==> config.mk <==
export PLATFORM = sky130hd
export DESIGN_NAME = reorder_buffer
export DESIGN_NICKNAME = d
export VERILOG_FILES = /design/src/rtl/lc3b_types.sv /design/src/rtl/rob_ptr.sv /design/src/rtl/reorder_buffer.sv
export SDC_FILE = /design/constraint.sdc
export NUM_CORES = 1
export LEC_CHECK = 0
export BUFFER_PORTS_ARGS = -buffer_cell sky130_fd_sc_hd__buf_2
export CORE_ASPECT_RATIO = 0.5
export CORE_MARGIN = 1.5
export CORE_UTILIZATION = 50
export DETAILED_ROUTE_END_ITERATION = 12
export PLACE_DENSITY = 0.69
export SYNTH_ARGS = -nofsm -noshare
export SYNTH_HDL_FRONTEND = slang
export SYNTH_SLANG_ARGS = --single-unit
==> constraint.sdc <==
create_clock -name clk -period 4.55 [get_ports clk]
set_input_delay 1.1375 -clock clk [delete_from_list [all_inputs] [get_ports clk]]
set_output_delay 1.1375 -clock clk [all_outputs]
set_load 0.02 [all_outputs]
==> src/rtl/lc3b_types.sv <==
// rtl/lc3b_types.sv - shared LC-3b types and reorder-buffer entry layout
package lc3b_types;

    typedef enum logic [3:0] {
        op_br   = 4'd0,
        op_add  = 4'd1,
        op_ldb  = 4'd2,
        op_stb  = 4'd3,
        op_jsr  = 4'd4,
        op_and  = 4'd5,
        op_ldr  = 4'd6,
        op_str  = 4'd7,
        op_rti  = 4'd8,
        op_not  = 4'd9,
        op_ldi  = 4'd10,
        op_sti  = 4'd11,
        op_jmp  = 4'd12,
        op_shf  = 4'd13,
        op_lea  = 4'd14,
        op_trap = 4'd15
    } lc3b_opcode;

    typedef logic [2:0]  lc3b_reg;
    typedef logic [15:0] lc3b_word;

    localparam int ROB_TAG_WIDTH = 3;
    localparam int ROB_DEPTH     = 2 ** ROB_TAG_WIDTH;

    typedef logic [ROB_TAG_WIDTH-1:0] lc3b_rob_addr;

    typedef struct packed {
        logic       busy;
        logic       ready;
        lc3b_opcode opcode;
        lc3b_reg    dest;
        logic       predict;
        lc3b_word   value;
    } rob_entry_t;

endpackage

==> src/rtl/rob_ptr.sv <==
// rtl/rob_ptr.sv - wrapping reorder-buffer pointer with increment and clear
module rob_ptr #(
    parameter int width = 3
) (
    input  logic             clk,
    input  logic             rst_n,
    input  logic             inc,
    input  logic             clr,
    output logic [width-1:0] ptr
);

    always_ff @(posedge clk or negedge rst_n) begin
        if (!rst_n) begin
            ptr <= '0;
        end else if (clr) begin
            ptr <= '0;
        end else if (inc) begin
            ptr <= ptr + 1'b1;
        end
    end

endmodule

==> src/rtl/reorder_buffer.sv <==
// rtl/reorder_buffer.sv - circular reorder buffer with CDB capture, commit and operand lookup
// Optional same-cycle CDB-to-lookup forwarding: ROB_CDB_FORWARD_EN
module reorder_buffer
    import lc3b_types::*;
#(
    parameter int data_width = 16,
    parameter int tag_width  = ROB_TAG_WIDTH
) (
    input  logic                  clk,
    input  logic                  rst_n,
    input  logic                  alloc,
    input  lc3b_opcode            alloc_opcode,
    input  lc3b_reg               alloc_dest,
    input  logic                  alloc_predict,
    output lc3b_rob_addr          alloc_tag,
    output logic                  rob_full,
    input  logic                  cdb_valid,
    input  lc3b_rob_addr          cdb_tag,
    input  logic [data_width-1:0] cdb_value,
    input  lc3b_rob_addr          rd_tag_a,
    input  lc3b_rob_addr          rd_tag_b,
    output logic                  rd_ready_a,
    output logic                  rd_ready_b,
    output logic [data_width-1:0] rd_value_a,
    output logic [data_width-1:0] rd_value_b,
    output logic                  valid_out,
    output lc3b_opcode            opcode_out,
    output lc3b_reg               dest_out,
    output logic                  predict_out,
    output logic [data_width-1:0] value_out,
    output lc3b_rob_addr          head_tag,
    output logic                  rob_empty,
    input  logic                  RE,
    input  logic                  flush
);

    localparam int depth = 2 ** tag_width;

    rob_entry_t       rob [depth];
    lc3b_rob_addr     head;
    lc3b_rob_addr     tail;
    logic [tag_width:0] count;
    rob_entry_t       head_e;
    logic             do_alloc;
    logic             do_retire;

    assign head_e    = rob[head];
    assign rob_empty = (count == '0);
    assign rob_full  = (count == (tag_width + 1)'(depth));
    assign valid_out = head_e.busy & head_e.ready;
    assign do_alloc  = alloc & ~rob_full & ~flush;
    assign do_retire = RE & valid_out & ~flush;

    assign alloc_tag   = tail;
    assign head_tag    = head;
    assign opcode_out  = head_e.opcode;
    assign dest_out    = head_e.dest;
    assign predict_out = head_e.predict;
    assign value_out   = data_width'(head_e.value);

    rob_ptr #(.width(tag_width)) u_head (
        .clk   (clk),
        .rst_n (rst_n),
        .inc   (do_retire),
        .clr   (flush),
        .ptr   (head)
    );

    rob_ptr #(.width(tag_width)) u_tail (
        .clk   (clk),
        .rst_n (rst_n),
        .inc   (do_alloc),
        .clr   (flush),
        .ptr   (tail)
    );

    // Retire and allocate never touch the same slot: they coincide only when full, where alloc is refused.
    always_ff @(posedge clk or negedge rst_n) begin
        if (!rst_n) begin
            count <= '0;
            for (int i = 0; i < depth; i++) begin
                rob[i] <= '0;
            end
        end else if (flush) begin
            count <= '0;
            for (int i = 0; i < depth; i++) begin
                rob[i].busy  <= 1'b0;
                rob[i].ready <= 1'b0;
            end
        end else begin
            if (cdb_valid && rob[cdb_tag].busy) begin
                rob[cdb_tag].ready <= 1'b1;
                rob[cdb_tag].value <= lc3b_word'(cdb_value);
            end
            if (do_retire) begin
                rob[head].busy <= 1'b0;
            end
            if (do_alloc) begin
                rob[tail].busy    <= 1'b1;
                rob[tail].ready   <= 1'b0;
                rob[tail].opcode  <= alloc_opcode;
                rob[tail].dest    <= alloc_dest;
                rob[tail].predict <= alloc_predict;
            end
            if (do_alloc && !do_retire) begin
                count <= count + 1'b1;
            end else if (!do_alloc && do_retire) begin
                count <= count - 1'b1;
            end
        end
    end

    always_comb begin
        rd_ready_a = rob[rd_tag_a].busy & rob[rd_tag_a].ready;
        rd_value_a = data_width'(rob[rd_tag_a].value);
        rd_ready_b = rob[rd_tag_b].busy & rob[rd_tag_b].ready;
        rd_value_b = data_width'(rob[rd_tag_b].value);
`ifdef ROB_CDB_FORWARD_EN
        if (cdb_valid && rob[cdb_tag].busy && (cdb_tag == rd_tag_a)) begin
            rd_ready_a = 1'b1;
            rd_value_a = cdb_value;
        end
        if (cdb_valid && rob[cdb_tag].busy && (cdb_tag == rd_tag_b)) begin
            rd_ready_b = 1'b1;
            rd_value_b = cdb_value;
        end
`else
`endif
    end

endmodule

==> report_table.html, run 1 <==
<table>
<tr><th>Metric</th><th>Value</th></tr>
<tr><th colspan="2">GRT</th></tr>
<tr><td>Via count of the first global-routing pass</td><td>~8400</td></tr>
<tr><td>Global routing usage summed across all routing layers</td><td>around 24%</td></tr>
<tr><td>Number of antenna violations at the first check in global routing</td><td>0</td></tr>
<tr><td>Largest net degree at the start of global routing</td><td>109</td></tr>
<tr><td>Aggregate global routing overflow</td><td>0</td></tr>
<tr><td>Global-route wire length before repair</td><td>47.8 mm</td></tr>
<tr><th colspan="2">Route</th></tr>
<tr><td>Initial drt markers</td><td>598</td></tr>
<tr><td>Total wire length after detailed routing</td><td>30.3 mm</td></tr>
<tr><td>Drt first pass iters</td><td>5</td></tr>
<tr><td>Remaining routing DRC violations</td><td>0</td></tr>
<tr><td>Via count of the routed design</td><td>~8000</td></tr>
<tr><td>Number of routed nets with antenna violations</td><td>0</td></tr>
<tr><td>Routed length per placed instance</td><td>~24 um</td></tr>
<tr><td>Detailed-route vias per instance</td><td>roughly 6.3</td></tr>
<tr><th colspan="2">Timing</th></tr>
<tr><td>Final Skew</td><td>0.00954 ns</td></tr>
<tr><td>Setup_tns</td><td>0 ns</td></tr>
<tr><td>Worst-case hold slack</td><td>0.503 ns</td></tr>
<tr><td>Hold violation total from the final report</td><td>0</td></tr>
<tr><td>Fmax achieved</td><td>around 250 MHz</td></tr>
<tr><td>Count of final max-slew check failures</td><td>0</td></tr>
<tr><td>Slew of the pin with the lowest slew margin</td><td>around 1.1 ns</td></tr>
<tr><td>RSZ-0062 raised after global routing</td><td>false</td></tr>
<tr><td>Final setup violating endpoints</td><td>0</td></tr>
<tr><td>Min Tclk post-route</td><td>4.04 ns</td></tr>
<tr><td>Worst slew margin relative to its limit</td><td>24.7%</td></tr>
<tr><td>Final worst slack</td><td>0.513 ns</td></tr>
<tr><td>Final period utilization</td><td>between 80% and 90%</td></tr>
<tr><th colspan="2">Clock tree</th></tr>
<tr><td>Total CTS buffers</td><td>21</td></tr>
<tr><td>CTS sink count</td><td>218</td></tr>
<tr><td>Hold-fix buffers at CTS</td><td>0</td></tr>
<tr><td>CTS tree</td><td>yes</td></tr>
<tr><td>Worst skew pair latency</td><td>just under 0.5 ns</td></tr>
<tr><td>Level count of the clock H-tree</td><td>1</td></tr>
<tr><td>Clock Path Buffers</td><td>3</td></tr>
<tr><td>CTS root buf</td><td>sky130_fd_sc_hd__clkbuf_16</td></tr>
<tr><td>Post CTS Setup Buffer Count</td><td>0</td></tr>
<tr><td>CTS clock-pin slew for the worst setup and hold paths</td><td>~0.060 ns</td></tr>
<tr><td>Gates resized, CTS repair</td><td>0</td></tr>
<tr><th colspan="2">Synth</th></tr>
<tr><td>Number of instances in the synthesized netlist</td><td>850</td></tr>
<tr><td>Async set or reset register ratio after synthesis</td><td>100%</td></tr>
<tr><td>Unique masters post-synth</td><td>52</td></tr>
<tr><td>Warnings from Yosys</td><td>0</td></tr>
<tr><td>Most used flip-flop cell after synthesis</td><td>sky130_fd_sc_hd__dfrtp_1</td></tr>
<tr><td>Share of synthesized area occupied by flip-flops and latches</td><td>44.7%</td></tr>
<tr><td>Number of synthesized register bits</td><td>218</td></tr>
<tr><td>Area of the mapped netlist</td><td>around 0.012 mm2</td></tr>
<tr><td>Number of synthesized flops with an enable pin</td><td>0</td></tr>
<tr><td>Avg Synthesized Cell Area</td><td>14.3 um2</td></tr>
<tr><td>Post-Synthesis Net Count</td><td>894</td></tr>
<tr><th colspan="2">Cells and area</th></tr>
<tr><td>Synth-to-layout area growth</td><td>12.9%</td></tr>
<tr><td>Nets@finish</td><td>982</td></tr>
<tr><td>Most common library cell in the layout ignoring fill and taps</td><td>sky130_fd_sc_hd__mux2_2</td></tr>
<tr><td>Post-layout instance area</td><td>approximately 0.014 mm2</td></tr>
<tr><td>Commonest cells after routing, fill and taps aside</td><td>sky130_fd_sc_hd__mux2_2, sky130_fd_sc_hd__dfrtp_1, sky130_fd_sc_hd__mux4_2</td></tr>
<tr><td>Filler instances</td><td>1860</td></tr>
<tr><td>Layout cell share with drive strength beyond 1</td><td>53.9%</td></tr>
<tr><th colspan="2">Min path</th></tr>
<tr><td>Hold WC Path Type</td><td>reg -&gt; reg</td></tr>
<tr><th colspan="2">Floorplan</th></tr>
<tr><td>Overall die height</td><td>113 um</td></tr>
<tr><td>Initial core utilization</td><td>50.9%</td></tr>
<tr><td>Area of the die</td><td>0.0254 mm2</td></tr>
<tr><td>Std cell rows</td><td>40</td></tr>
<tr><td>Die W</td><td>224 um</td></tr>
<tr><td>Area of the core</td><td>0.0240 mm2</td></tr>
<tr><td>I/O Pins</td><td>~110</td></tr>
<tr><th colspan="2">Placed design</th></tr>
<tr><td>Final HPWL DP</td><td>18.5 mm</td></tr>
<tr><td>Post-DP Area</td><td>0.0130 mm2</td></tr>
<tr><td>Number of buffers added on ports</td><td>105</td></tr>
<tr><td>Global placer's final weighted congestion</td><td>around 0.8</td></tr>
<tr><td>Post-place setup slack</td><td>0.803 ns</td></tr>
<tr><th colspan="2">Setup path</th></tr>
<tr><td>CP Max Fanout</td><td>50</td></tr>
<tr><td>Setup crit start kind</td><td>flip-flop</td></tr>
<tr><td>Most prevalent standard cell on the critical path</td><td>sky130_fd_sc_hd__nand2_1</td></tr>
<tr><td>Sequence of cells on the critical path</td><td>buf_4, mux4_2, nand2_1, nand2_1, buf_2</td></tr>
<tr><td>Endpoint type of the worst setup path</td><td>output port</td></tr>
<tr><td>Delay contributed by the slowest stage of the critical path</td><td>1.04 ns</td></tr>
<tr><td>Kind of cell adding the most delay to the critical path</td><td>flip-flops</td></tr>
<tr><td>Crit path required time</td><td>3.41 ns</td></tr>
<tr><td>Slowest-stage cell, CP</td><td>sky130_fd_sc_hd__dfrtp_4</td></tr>
<tr><td>Critical path class</td><td>reg -&gt; out</td></tr>
<tr><td>Critical path arrival</td><td>2.90 ns</td></tr>
<tr><td>WP buf/inv</td><td>2</td></tr>
<tr><th colspan="2">Pwr</th></tr>
<tr><td>Combinational Power Share</td><td>approximately 16%</td></tr>
<tr><td>Net Switching</td><td>about 1.2 mW</td></tr>
<tr><td>Internal Pwr Total</td><td>3.59 mW</td></tr>
<tr><td>Pwr Density</td><td>between 300 and 400 mW/mm2</td></tr>
<tr><td>Total power of the final layout</td><td>4.82 mW</td></tr>
<tr><td>Seq pwr share</td><td>46.6%</td></tr>
<tr><td>Max VDD drop</td><td>0.000255 V</td></tr>
<tr><td>Clock power share</td><td>a little under two fifths</td></tr>
<tr><td>Static power due to leakage</td><td>6.43 nW</td></tr>
<tr><td>Sw frac</td><td>between 20% and 30%</td></tr>
<tr><th colspan="2">Flow run</th></tr>
<tr><td>Max capacitance violation total</td><td>0</td></tr>
<tr><th colspan="2">Outcome</th></tr>
<tr><td>Status</td><td>complete, no violations</td></tr>
</table>
-- cell families (layout without fill, tap and decap cells) --
group,after synthesis,count (layout),share of synthesized area (%)
muxes,341,341,42.1
buffers and inverters,65,166,2.53
and+or+nand+nor,160,160,6.54
xor gates and xnor gates,5,5,0.472
adders and majority gates,5,5,0.575
other,0,3,0
AOI/OAI and AO/OA,56,56,3.04
DFF,218,218,44.7
-- area by class of cell --
cell class                 instances  area (um2)  share of cell area (%)
tap                              315         394                    2.86
timing repair buffer             124         739                    5.37
clock buffer                      31         633                    4.60
clock inverter                     5        75.1                   0.546
inverter                           6        22.5                   0.164
sequential                       218        5460                    39.7
antenna                            3        7.51                  0.0546
multi-input combinational        567        6430                    46.7
-- worst reg2reg max path: cells and delay by family (launching register included) --
family                     cells  cell delay [ns]
adders and majority gates      1             0.29
DFF                            1             1.04
and+or+nand+nor                2             0.49
muxes                          1             0.47
AOI/OAI and AO/OA              5             1.03
-- per-stage QoR --
stage	utilization, %	cells
CTS	57.4	1266
finish	57.4	1269
detailed placement	54.4	1230
floorplan	-	850
global placement	54.4	1230
global route	57.4	1266
-- power by group through the flow --
stage	Clock [mW]	Sequential, mW	Combinational [mW]
global placement	0	2.26	0.753
CTS	1.85	2.24	0.777
floorplan	0	2.24	0.553
finish	1.81	2.25	0.767
detailed placement	0	2.28	0.772
global route	1.92	2.27	0.834
-- final timing paths --
path | startpoint | slack [ns] | cells after the start | end
max | u_head.ptr[0] | 0.51 | 5 | value_out[5]
min | rob[16] | 0.50 | 1 | rob[16]
max reg2reg | u_head.ptr[0] | 1.11 | 9 | count[3]
min reg2reg | rob[16] | 0.50 | 1 | rob[16]
max in group asynchronous | rst_n | 2.87 | 2 | rob[150]
min in group asynchronous | rst_n | 0.76 | 1 | rob[36]
-- Yosys cell counts, drive strengths merged, types with 4 or more instances --
cell type,number,area [um2]
dfrtp,218,5460
clkbuf,30,113
nor3b,11,92.6
a21oi,20,100
and2,4,25.0
nor2,9,33.8
buf,29,174
mux2,226,2540
o21ai,13,65.1
nand3,8,40.0
mux4,115,2590
o211ai,6,45.0
nand2,98,370
nor3,6,35.0
o41ai,4,35.0
ha,4,50.1
nor4,4,40.0
nor2b,4,25.0
inv,6,22.5
-- sequential cells by signal (all words and copies together) (netlist names) --
register	count
rob	208
u_head.ptr	3
count	4
u_tail.ptr	3
-- layer usage --
metal	GRT usage [%]	part of all wire [%]
met4	6.71	2.0
met1	33.6	43
met3	4.40	5.8
met2	40.2	49
met5	0	0
Power figures use the tool's default switching activity.
==> inputs of run 2 (changes only) <==
Settings changed: CELL_PAD_IN_SITES_DETAIL_PLACEMENT set to 1, CELL_PAD_IN_SITES_GLOBAL_PLACEMENT set to 2, CORE_UTILIZATION 50 to 43, MAX_ROUTING_LAYER set to met4, PLACE_DENSITY 0.69 to not set, PLACE_DENSITY_LB_ADDON set to 0.1, SKIP_LAST_GASP set to 1.
==> run 2 against run 1 <==
Global-route usage rose by 0.35 points; clock power rose by 6%; final area rose by 0.95%; count of clock-buffer cells in the layout fell by 2; worst hold slack got worse by 0.00098 ns.
==> report_table.html, run 2 (synthesis gave the netlist of run 1 again) <==
<table>
<tr><th>Metric</th><th>Value</th></tr>
<tr><th colspan="2">Setup path</th></tr>
<tr><td>Endpoint of the lowest-slack register-to-register path</td><td>count[3]</td></tr>
<tr><td>Cell depth of the worst flop-to-flop path</td><td>12</td></tr>
<tr><td>Startpoint of the most critical setup path</td><td>rd_tag_b[0]</td></tr>
<tr><td>Critical path class</td><td>in -&gt; out</td></tr>
<tr><td>Slowest-stage cell, CP</td><td>sky130_fd_sc_hd__mux4_2</td></tr>
<tr><td>Crit path required time</td><td>3.41 ns</td></tr>
<tr><td>Sequence of cells on the critical path</td><td>buf_2, buf_12, mux4_2, mux2_2, buf_2</td></tr>
<tr><td>CP Capture Point</td><td>rd_value_b[3]</td></tr>
<tr><td>Setup slack of the most critical reg-to-reg path</td><td>1.36 ns</td></tr>
<tr><td>CP Max Fanout</td><td>37</td></tr>
<tr><td>Delay contributed by the slowest stage of the critical path</td><td>0.56 ns</td></tr>
<tr><td>Critical path arrival</td><td>2.57 ns</td></tr>
<tr><td>Launching point of the worst reg2reg path</td><td>u_head.ptr[1]</td></tr>
<tr><td>Endpoint type of the worst setup path</td><td>output port</td></tr>
<tr><td>WP buf/inv</td><td>3</td></tr>
<tr><td>Most prevalent standard cell on the critical path</td><td>sky130_fd_sc_hd__buf_2</td></tr>
<tr><td>Kind of cell adding the most delay to the critical path</td><td>multiplexers</td></tr>
<tr><td>Levels on crit path</td><td>5</td></tr>
<tr><td>Setup crit start kind</td><td>input port</td></tr>
<tr><th colspan="2">Pwr</th></tr>
<tr><td>Max VDD drop</td><td>0.000207 V</td></tr>
<tr><td>Internal Pwr Total</td><td>3.64 mW</td></tr>
<tr><td>Combinational Power Share</td><td>15.7%</td></tr>
<tr><td>Seq pwr share</td><td>between 40% and 50%</td></tr>
<tr><td>Static power due to leakage</td><td>~6.5 nW</td></tr>
<tr><td>Pwr Density</td><td>356 mW/mm2</td></tr>
<tr><td>Net Switching</td><td>approximately 1.3 mW</td></tr>
<tr><td>Sw frac</td><td>26.4%</td></tr>
<tr><td>Clock power share</td><td>between 30% and 40%</td></tr>
<tr><th colspan="2">Route</th></tr>
<tr><td>Remaining routing DRC violations</td><td>0</td></tr>
<tr><td>Initial drt markers</td><td>386</td></tr>
<tr><td>Routed length per placed instance</td><td>25.0 um</td></tr>
<tr><td>Total wire length after detailed routing</td><td>33.5 mm</td></tr>
<tr><td>Via count of the routed design</td><td>roughly 8000</td></tr>
<tr><td>Drt first pass iters</td><td>4</td></tr>
<tr><td>Detailed-route vias per instance</td><td>5.96</td></tr>
<tr><td>Number of routed nets with antenna violations</td><td>0</td></tr>
<tr><th colspan="2">Cells and area</th></tr>
<tr><td>Largest register by flop count</td><td>rob</td></tr>
<tr><td>Non-filler cells, final</td><td>1339</td></tr>
<tr><td>Filler instances</td><td>approximately 2700</td></tr>
<tr><td>Commonest cells after routing, fill and taps aside</td><td>sky130_fd_sc_hd__mux2_2, sky130_fd_sc_hd__dfrtp_1, sky130_fd_sc_hd__mux4_2</td></tr>
<tr><td>Layout cell share with drive strength beyond 1</td><td>54.1%</td></tr>
<tr><td>Max reg flops</td><td>roughly 210</td></tr>
<tr><td>Largest registers</td><td>rob x208, count x4</td></tr>
<tr><td>Nets@finish</td><td>988</td></tr>
<tr><td>Synth-to-layout area growth</td><td>13.9%</td></tr>
<tr><td>Number of antenna cells inserted</td><td>0</td></tr>
<tr><td>Post-layout instance area</td><td>around 0.014 mm2</td></tr>
<tr><td>Most common library cell in the layout ignoring fill and taps</td><td>sky130_fd_sc_hd__mux2_2</td></tr>
<tr><th colspan="2">Flow run</th></tr>
<tr><td>Max capacitance violation total</td><td>0</td></tr>
<tr><th colspan="2">GRT</th></tr>
<tr><td>Via count of the first global-routing pass</td><td>8561</td></tr>
<tr><td>Number of antenna violations at the first check in global routing</td><td>0</td></tr>
<tr><td>Aggregate global routing overflow</td><td>0</td></tr>
<tr><td>Global routing usage summed across all routing layers</td><td>24.7%</td></tr>
<tr><td>Global-route wire length before repair</td><td>52.8 mm</td></tr>
<tr><td>Largest net degree at the start of global routing</td><td>86</td></tr>
<tr><th colspan="2">Floorplan</th></tr>
<tr><td>I/O Pins</td><td>around 110</td></tr>
<tr><td>Area of the core</td><td>0.0278 mm2</td></tr>
<tr><td>Initial core utilization</td><td>43.9%</td></tr>
<tr><td>Std cell rows</td><td>between 40 and 50</td></tr>
<tr><td>Area of the die</td><td>between 0.02 and 0.03 mm2</td></tr>
<tr><td>Die W</td><td>241 um</td></tr>
<tr><td>Overall die height</td><td>122 um</td></tr>
<tr><th colspan="2">Clock tree</th></tr>
<tr><td>Worst skew pair latency</td><td>0.52 ns</td></tr>
<tr><td>Total CTS buffers</td><td>22</td></tr>
<tr><td>Level count of the clock H-tree</td><td>1</td></tr>
<tr><td>CTS root buf</td><td>sky130_fd_sc_hd__clkbuf_16</td></tr>
<tr><td>Gates resized, CTS repair</td><td>0</td></tr>
<tr><td>Hold-fix buffers at CTS</td><td>0</td></tr>
<tr><td>Post CTS Setup Buffer Count</td><td>0</td></tr>
<tr><td>CTS clock-pin slew for the worst setup and hold paths</td><td>around 0.060 ns</td></tr>
<tr><td>CTS sink count</td><td>218</td></tr>
<tr><td>CTS tree</td><td>yes</td></tr>
<tr><td>Clock Path Buffers</td><td>3</td></tr>
<tr><th colspan="2">Outcome</th></tr>
<tr><td>Status</td><td>complete, no violations</td></tr>
<tr><th colspan="2">Placed design</th></tr>
<tr><td>Post-DP Area</td><td>0.0132 mm2</td></tr>
<tr><td>Final HPWL DP</td><td>20.7 mm</td></tr>
<tr><td>Cells after DPL</td><td>~1300</td></tr>
<tr><td>Number of buffers added on ports</td><td>between 100 and 150</td></tr>
<tr><td>Global placer's final weighted congestion</td><td>0.774</td></tr>
<tr><th colspan="2">Timing</th></tr>
<tr><td>Count of final max-slew check failures</td><td>0</td></tr>
<tr><td>Min Tclk post-route</td><td>3.71 ns</td></tr>
<tr><td>Final setup violating endpoints</td><td>0</td></tr>
<tr><td>Final Skew</td><td>0.00968 ns</td></tr>
<tr><td>Worst-case hold slack</td><td>0.502 ns</td></tr>
<tr><td>Setup_tns</td><td>0 ns</td></tr>
<tr><td>Worst slew margin relative to its limit</td><td>50.1%</td></tr>
<tr><td>Fmax achieved</td><td>270 MHz</td></tr>
<tr><td>Hold violation total from the final report</td><td>0</td></tr>
<tr><td>Slew of the pin with the lowest slew margin</td><td>0.749 ns</td></tr>
<tr><td>RSZ-0062 raised after global routing</td><td>false</td></tr>
<tr><td>Final period utilization</td><td>81.5%</td></tr>
<tr><th colspan="2">Min path</th></tr>
<tr><td>Hold WC Path Type</td><td>reg -&gt; reg</td></tr>
</table>
## run 2: stage by stage
stage	worst slack (ns)	utilization [%]	power [mW]
final	0.843	50.0	4.95
after global routing	0.779	50.0	5.17
after CTS	0.833	50.0	5.01
after detailed placement	0.836	47.4	3.07
after global placement	0.851	47.4	3.03
after floorplan	0.543	-	2.79
## run 2: cell type report
cell class              count  area, um2  area share [%]
clock buffers              29        618            4.45
well taps                 382        478            3.44
multi-input cells         567       6430            46.3
clock inverters             8        119           0.856
repair buffers            129        764            5.50
flip-flops and latches    218       5460            39.3
inverters                   6       22.5           0.162
## run 2: power groups by stage
stage,Combinational (mW),Sequential (mW),Clock [mW]
floorplan,0.553,2.24,0
global placement,0.762,2.27,0
detailed placement,0.787,2.28,0
CTS,0.791,2.25,1.97
global route,0.849,2.28,2.05
finish,0.778,2.25,1.92
## run 2: how the worst min path moves through the flow
stage               startpoint        to  slack, ns  cells past startpoint
finish                 rob[48]   rob[48]       0.50                      1
global route           rob[97]   rob[97]       0.52                      1
CTS                    rob[94]   rob[94]       0.50                      1
detailed placement    rob[100]  rob[100]       0.49                      1
global placement       rob[18]   rob[18]       0.48                      1
floorplan             rob[100]  rob[100]       0.47                      1
## run 2: worst reg2reg max path, stage by stage, from the launching register on
cell                       delay, ns
sky130_fd_sc_hd__dfrtp_1        0.37
sky130_fd_sc_hd__buf_4          0.22
sky130_fd_sc_hd__inv_2          0.10
sky130_fd_sc_hd__mux4_2         0.53
sky130_fd_sc_hd__o2111a_1       0.25
sky130_fd_sc_hd__buf_4          0.18
sky130_fd_sc_hd__or3_1          0.37
sky130_fd_sc_hd__ha_1           0.30
sky130_fd_sc_hd__a21o_1         0.19
sky130_fd_sc_hd__a21oi_1        0.21
sky130_fd_sc_hd__a21oi_1        0.10
sky130_fd_sc_hd__o21ai_0        0.18
sky130_fd_sc_hd__nand2_1        0.08
## run 2: metal layers
metal,vias up,share of wire (%),GRT usage (%)
met2,151,49,39.1
li1,3444,-,-
met3,37,3.9,3.67
met5,-,0,-
met1,4343,46,34.6
met4,0,1.1,3.71
==> inputs of run 3 (changes only) <==
Settings changed: ABC_AREA set to 1, CORE_UTILIZATION 43 to 31.
Clock period 4.55 ns to 3.4 ns, I/O delays scaled along.
==> run 3 against run 2 <==
Die area is 40% higher; worst hold slack worse by 0.24 ns; global-route usage is 1.9 points higher; combinational power is 38% higher; largest power group unchanged; critical path type is now reg -> out; cell count is 78% higher.
==> report_table.html, run 3 <==
<table>
<tr><th>Metric</th><th>Value</th></tr>
<tr><th colspan="2">Setup path</th></tr>
<tr><td>Slowest-stage cell, CP</td><td>sky130_fd_sc_hd__dfrtp_4</td></tr>
<tr><td>Startpoint of the most critical setup path</td><td>u_head.ptr[0]</td></tr>
<tr><td>Setup crit start kind</td><td>flip-flop</td></tr>
<tr><td>Critical path arrival</td><td>2.44 ns</td></tr>
<tr><td>Launching point of the worst reg2reg path</td><td>u_head.ptr[1]</td></tr>
<tr><td>CP Max Fanout</td><td>67</td></tr>
<tr><td>Endpoint type of the worst setup path</td><td>output port</td></tr>
<tr><td>Critical path class</td><td>reg -&gt; out</td></tr>
<tr><td>CP Capture Point</td><td>value_out[0]</td></tr>
<tr><td>Endpoint of the lowest-slack register-to-register path</td><td>count[3]</td></tr>
<tr><td>Cell depth of the worst flop-to-flop path</td><td>17</td></tr>
<tr><td>Delay contributed by the slowest stage of the critical path</td><td>roughly 0.5 ns</td></tr>
<tr><td>Crit path required time</td><td>2.55 ns</td></tr>
<tr><td>Levels on crit path</td><td>5</td></tr>
<tr><td>Sequence of cells on the critical path</td><td>inv_2, buf_12, nor2_1, o2111ai_1, buf_2</td></tr>
<tr><td>Kind of cell adding the most delay to the critical path</td><td>buffers and inverters</td></tr>
<tr><td>WP buf/inv</td><td>3</td></tr>
<tr><td>Setup slack of the most critical reg-to-reg path</td><td>roughly 0.59 ns</td></tr>
<tr><th colspan="2">Clock tree</th></tr>
<tr><td>CTS root buf</td><td>sky130_fd_sc_hd__clkbuf_16</td></tr>
<tr><td>Gates resized, CTS repair</td><td>0</td></tr>
<tr><td>Clock Path Buffers</td><td>3</td></tr>
<tr><td>Post CTS Setup Buffer Count</td><td>0</td></tr>
<tr><td>Total CTS buffers</td><td>24</td></tr>
<tr><td>Worst skew pair latency</td><td>between 0.5 and 0.6 ns</td></tr>
<tr><td>CTS clock-pin slew for the worst setup and hold paths</td><td>about 0.060 ns</td></tr>
<tr><td>Hold-fix buffers at CTS</td><td>0</td></tr>
<tr><td>CTS tree</td><td>yes</td></tr>
<tr><td>Level count of the clock H-tree</td><td>1</td></tr>
<tr><td>CTS sink count</td><td>approximately 220</td></tr>
<tr><th colspan="2">Route</th></tr>
<tr><td>Number of routed nets with antenna violations</td><td>0</td></tr>
<tr><td>Remaining routing DRC violations</td><td>0</td></tr>
<tr><td>Routed length per placed instance</td><td>between 20 and 25 um</td></tr>
<tr><td>Via count of the routed design</td><td>12886</td></tr>
<tr><td>Detailed-route vias per instance</td><td>between 5 and 6</td></tr>
<tr><td>Total wire length after detailed routing</td><td>53.2 mm</td></tr>
<tr><td>Drt first pass iters</td><td>5</td></tr>
<tr><td>Initial drt markers</td><td>around 1000</td></tr>
<tr><th colspan="2">Synth</th></tr>
<tr><td>Compound-gate portion of the synthesized area</td><td>24.4%</td></tr>
<tr><td>Number of synthesized register bits</td><td>218</td></tr>
<tr><td>Share of Yosys cell area claimed by the top area cell type</td><td>a little over two fifths</td></tr>
<tr><td>Most frequently used cell type in the post-synthesis netlist</td><td>sky130_fd_sc_hd__nand2_1</td></tr>
<tr><td>Avg Synthesized Cell Area</td><td>around 7.0 um2</td></tr>
<tr><td>Share of synthesized area occupied by flip-flops and latches</td><td>43.9%</td></tr>
<tr><td>Warnings from Yosys</td><td>0</td></tr>
<tr><td>Xor/xnor cell area share of the yosys netlist</td><td>0.0706%</td></tr>
<tr><td>Simple logic cell fraction of the synthesized area</td><td>a little under a quarter</td></tr>
<tr><td>Main combinational cell family by area after synthesis</td><td>compound AO/OA/AOI/OAI gates</td></tr>
<tr><td>Number of instances in the synthesized netlist</td><td>1769</td></tr>
<tr><td>Multiplexer fraction of the synthesized cell area</td><td>0%</td></tr>
<tr><td>Unique masters post-synth</td><td>28</td></tr>
<tr><td>Async set or reset register ratio after synthesis</td><td>100%</td></tr>
<tr><td>Number of synthesized flops with an enable pin</td><td>0</td></tr>
<tr><td>Cell type with the highest aggregate area in the netlist</td><td>sky130_fd_sc_hd__dfrtp_1</td></tr>
<tr><td>Post-Synthesis Net Count</td><td>1813</td></tr>
<tr><td>Top cells by area, synth</td><td>sky130_fd_sc_hd__dfrtp_1, sky130_fd_sc_hd__nand2_1, sky130_fd_sc_hd__o21ai_0</td></tr>
<tr><td>List of most frequent post-synthesis cells</td><td>sky130_fd_sc_hd__nand2_1, sky130_fd_sc_hd__o21ai_0, sky130_fd_sc_hd__dfrtp_1, sky130_fd_sc_hd__a21oi_1, sky130_fd_sc_hd__nor2_1</td></tr>
<tr><td>Area of the mapped netlist</td><td>approximately 0.012 mm2</td></tr>
<tr><td>Most used flip-flop cell after synthesis</td><td>sky130_fd_sc_hd__dfrtp_1</td></tr>
<tr><td>Adder-cell share of the synthesized area</td><td>0.564%</td></tr>
<tr><th colspan="2">Pwr</th></tr>
<tr><td>Max VDD drop</td><td>approximately 0.00029 V</td></tr>
<tr><td>Static power due to leakage</td><td>~7.0 nW</td></tr>
<tr><td>Pwr Density</td><td>about 480 mW/mm2</td></tr>
<tr><th colspan="2">Timing</th></tr>
<tr><td>Final worst slack</td><td>around 0.11 ns</td></tr>
<tr><td>Slew of the pin with the lowest slew margin</td><td>0.819 ns</td></tr>
<tr><td>Final Skew</td><td>between 0.015 and 0.02 ns</td></tr>
<tr><td>Count of final max-slew check failures</td><td>0</td></tr>
<tr><td>Worst slew margin relative to its limit</td><td>between 40% and 50%</td></tr>
<tr><td>Hold violation total from the final report</td><td>0</td></tr>
<tr><td>Setup_tns</td><td>0 ns</td></tr>
<tr><td>Final setup violating endpoints</td><td>0</td></tr>
<tr><td>RSZ-0062 raised after global routing</td><td>false</td></tr>
<tr><td>Fmax achieved</td><td>between 300 and 400 MHz</td></tr>
<tr><td>Min Tclk post-route</td><td>3.29 ns</td></tr>
<tr><td>Final period utilization</td><td>96.9%</td></tr>
<tr><th colspan="2">Floorplan</th></tr>
<tr><td>Area of the core</td><td>0.0392 mm2</td></tr>
<tr><td>Area of the die</td><td>0.0413 mm2</td></tr>
<tr><td>Overall die height</td><td>roughly 140 um</td></tr>
<tr><td>Initial core utilization</td><td>31.7%</td></tr>
<tr><td>I/O Pins</td><td>roughly 110</td></tr>
<tr><td>Std cell rows</td><td>51</td></tr>
<tr><td>Die W</td><td>286 um</td></tr>
<tr><th colspan="2">Cells and area</th></tr>
<tr><td>Layout cell share with drive strength beyond 1</td><td>roughly 12%</td></tr>
<tr><td>Number of antenna cells inserted</td><td>0</td></tr>
<tr><td>Commonest cells after routing, fill and taps aside</td><td>sky130_fd_sc_hd__nand2_1, sky130_fd_sc_hd__o21ai_0, sky130_fd_sc_hd__dfrtp_1</td></tr>
<tr><td>Synth-to-layout area growth</td><td>16.3%</td></tr>
<tr><td>Largest registers</td><td>rob x208, count x4</td></tr>
<tr><td>Max reg flops</td><td>between 200 and 250</td></tr>
<tr><td>Non-filler cells, final</td><td>2383</td></tr>
<tr><td>Largest register by flop count</td><td>rob</td></tr>
<tr><td>Nets@finish</td><td>1881</td></tr>
<tr><td>Filler instances</td><td>a little under 5000</td></tr>
<tr><td>Most common library cell in the layout ignoring fill and taps</td><td>sky130_fd_sc_hd__nand2_1</td></tr>
<tr><th colspan="2">Placed design</th></tr>
<tr><td>Cells after DPL</td><td>2341</td></tr>
<tr><td>Final HPWL DP</td><td>33.9 mm</td></tr>
<tr><td>Post-place setup slack</td><td>0.301 ns</td></tr>
<tr><td>Global placer's final weighted congestion</td><td>0.862</td></tr>
<tr><td>Number of buffers added on ports</td><td>105</td></tr>
<tr><th colspan="2">GRT</th></tr>
<tr><td>Via count of the first global-routing pass</td><td>13106</td></tr>
<tr><td>Global routing usage summed across all routing layers</td><td>26.6%</td></tr>
<tr><td>Aggregate global routing overflow</td><td>0</td></tr>
<tr><td>Number of antenna violations at the first check in global routing</td><td>0</td></tr>
<tr><td>Largest net degree at the start of global routing</td><td>91</td></tr>
<tr><td>Global-route wire length before repair</td><td>approximately 81 mm</td></tr>
<tr><th colspan="2">Min path</th></tr>
<tr><td>Hold WC Path Type</td><td>in -&gt; async</td></tr>
<tr><th colspan="2">Flow run</th></tr>
<tr><td>Max capacitance violation total</td><td>0</td></tr>
<tr><th colspan="2">Outcome</th></tr>
<tr><td>Status</td><td>complete, no violations</td></tr>
</table>
## run 3: cell count changes after synthesis, moves of 28 or more
cell / previous run / this run
sky130_fd_sc_hd__nand2_1: 97 / 556
sky130_fd_sc_hd__o21ai_0: 13 / 338
sky130_fd_sc_hd__mux2_2: 225 / 0
sky130_fd_sc_hd__a21oi_1: 20 / 173
sky130_fd_sc_hd__mux4_2: 115 / 0
sky130_fd_sc_hd__nor2_1: 9 / 119
sky130_fd_sc_hd__inv_1: 5 / 112
sky130_fd_sc_hd__clkbuf_1: 30 / 96
sky130_fd_sc_hd__a31oi_1: 2 / 33
sky130_fd_sc_hd__nand3_1: 8 / 36
## run 3: final cells by class
cell class	instances	area, um2	area share (%)
clock inverter	4	70.1	0.485
clock buffer	38	744	5.16
sequential	218	5460	37.8
inverter	121	454	3.15
multi-input combinational	1307	5950	41.2
tap	530	663	4.59
timing repair buffer	165	1100	7.61
## run 3: per-layer routing
metal | track usage [%] | vias to the layer above | share of wire, %
li1 | - | 5995 | -
met1 | 35.3 | 6403 | 46
met2 | 42.8 | 382 | 46
met3 | 3.30 | 106 | 4.9
met4 | 7.83 | 0 | 3.1
met5 | - | - | 0
## run 3: worst min-delay path by stage
stage	to	slack, ns	cells past startpoint
4_1_cts	rob[87]	0.33	1
3_3_place_gp	rob[137]	0.45	2
6_report	rob[87]	0.27	1
3_5_place_dp	rob[132]	0.46	2
2_1_floorplan	rob[130]	0.44	2
5_1_grt	rob[87]	0.34	1
## run 3: kinds of logic after synthesis
group | count (synthesis)
flip-flops | 218
adder cells (fa/ha/maj) | 5
AO/OA/AOI/OAI | 576
buffers and inverters | 244
AND/OR/NAND/NOR | 725
XOR/XNOR | 1
## run 3: per-stage QoR
step | power, mW | util (%) | hold slack, ns | cell area, um2
2_1_floorplan | 3.69 | - | 0.442 | 12400
3_3_place_gp | 4.10 | 34.8 | 0.453 | 13600
3_5_place_dp | 4.14 | 34.8 | 0.458 | 13600
4_1_cts | 6.97 | 36.8 | 0.331 | 14400
5_1_grt | 7.22 | 36.9 | 0.344 | 14400
6_report | 6.89 | 36.9 | 0.266 | 14400
## run 3: power breakdown
group | switching, mW | internal, mW | total, mW
registers | 0.174 | 2.84 | 3.02
logic | 0.718 | 0.357 | 1.07
clock network | 1.16 | 1.64 | 2.80
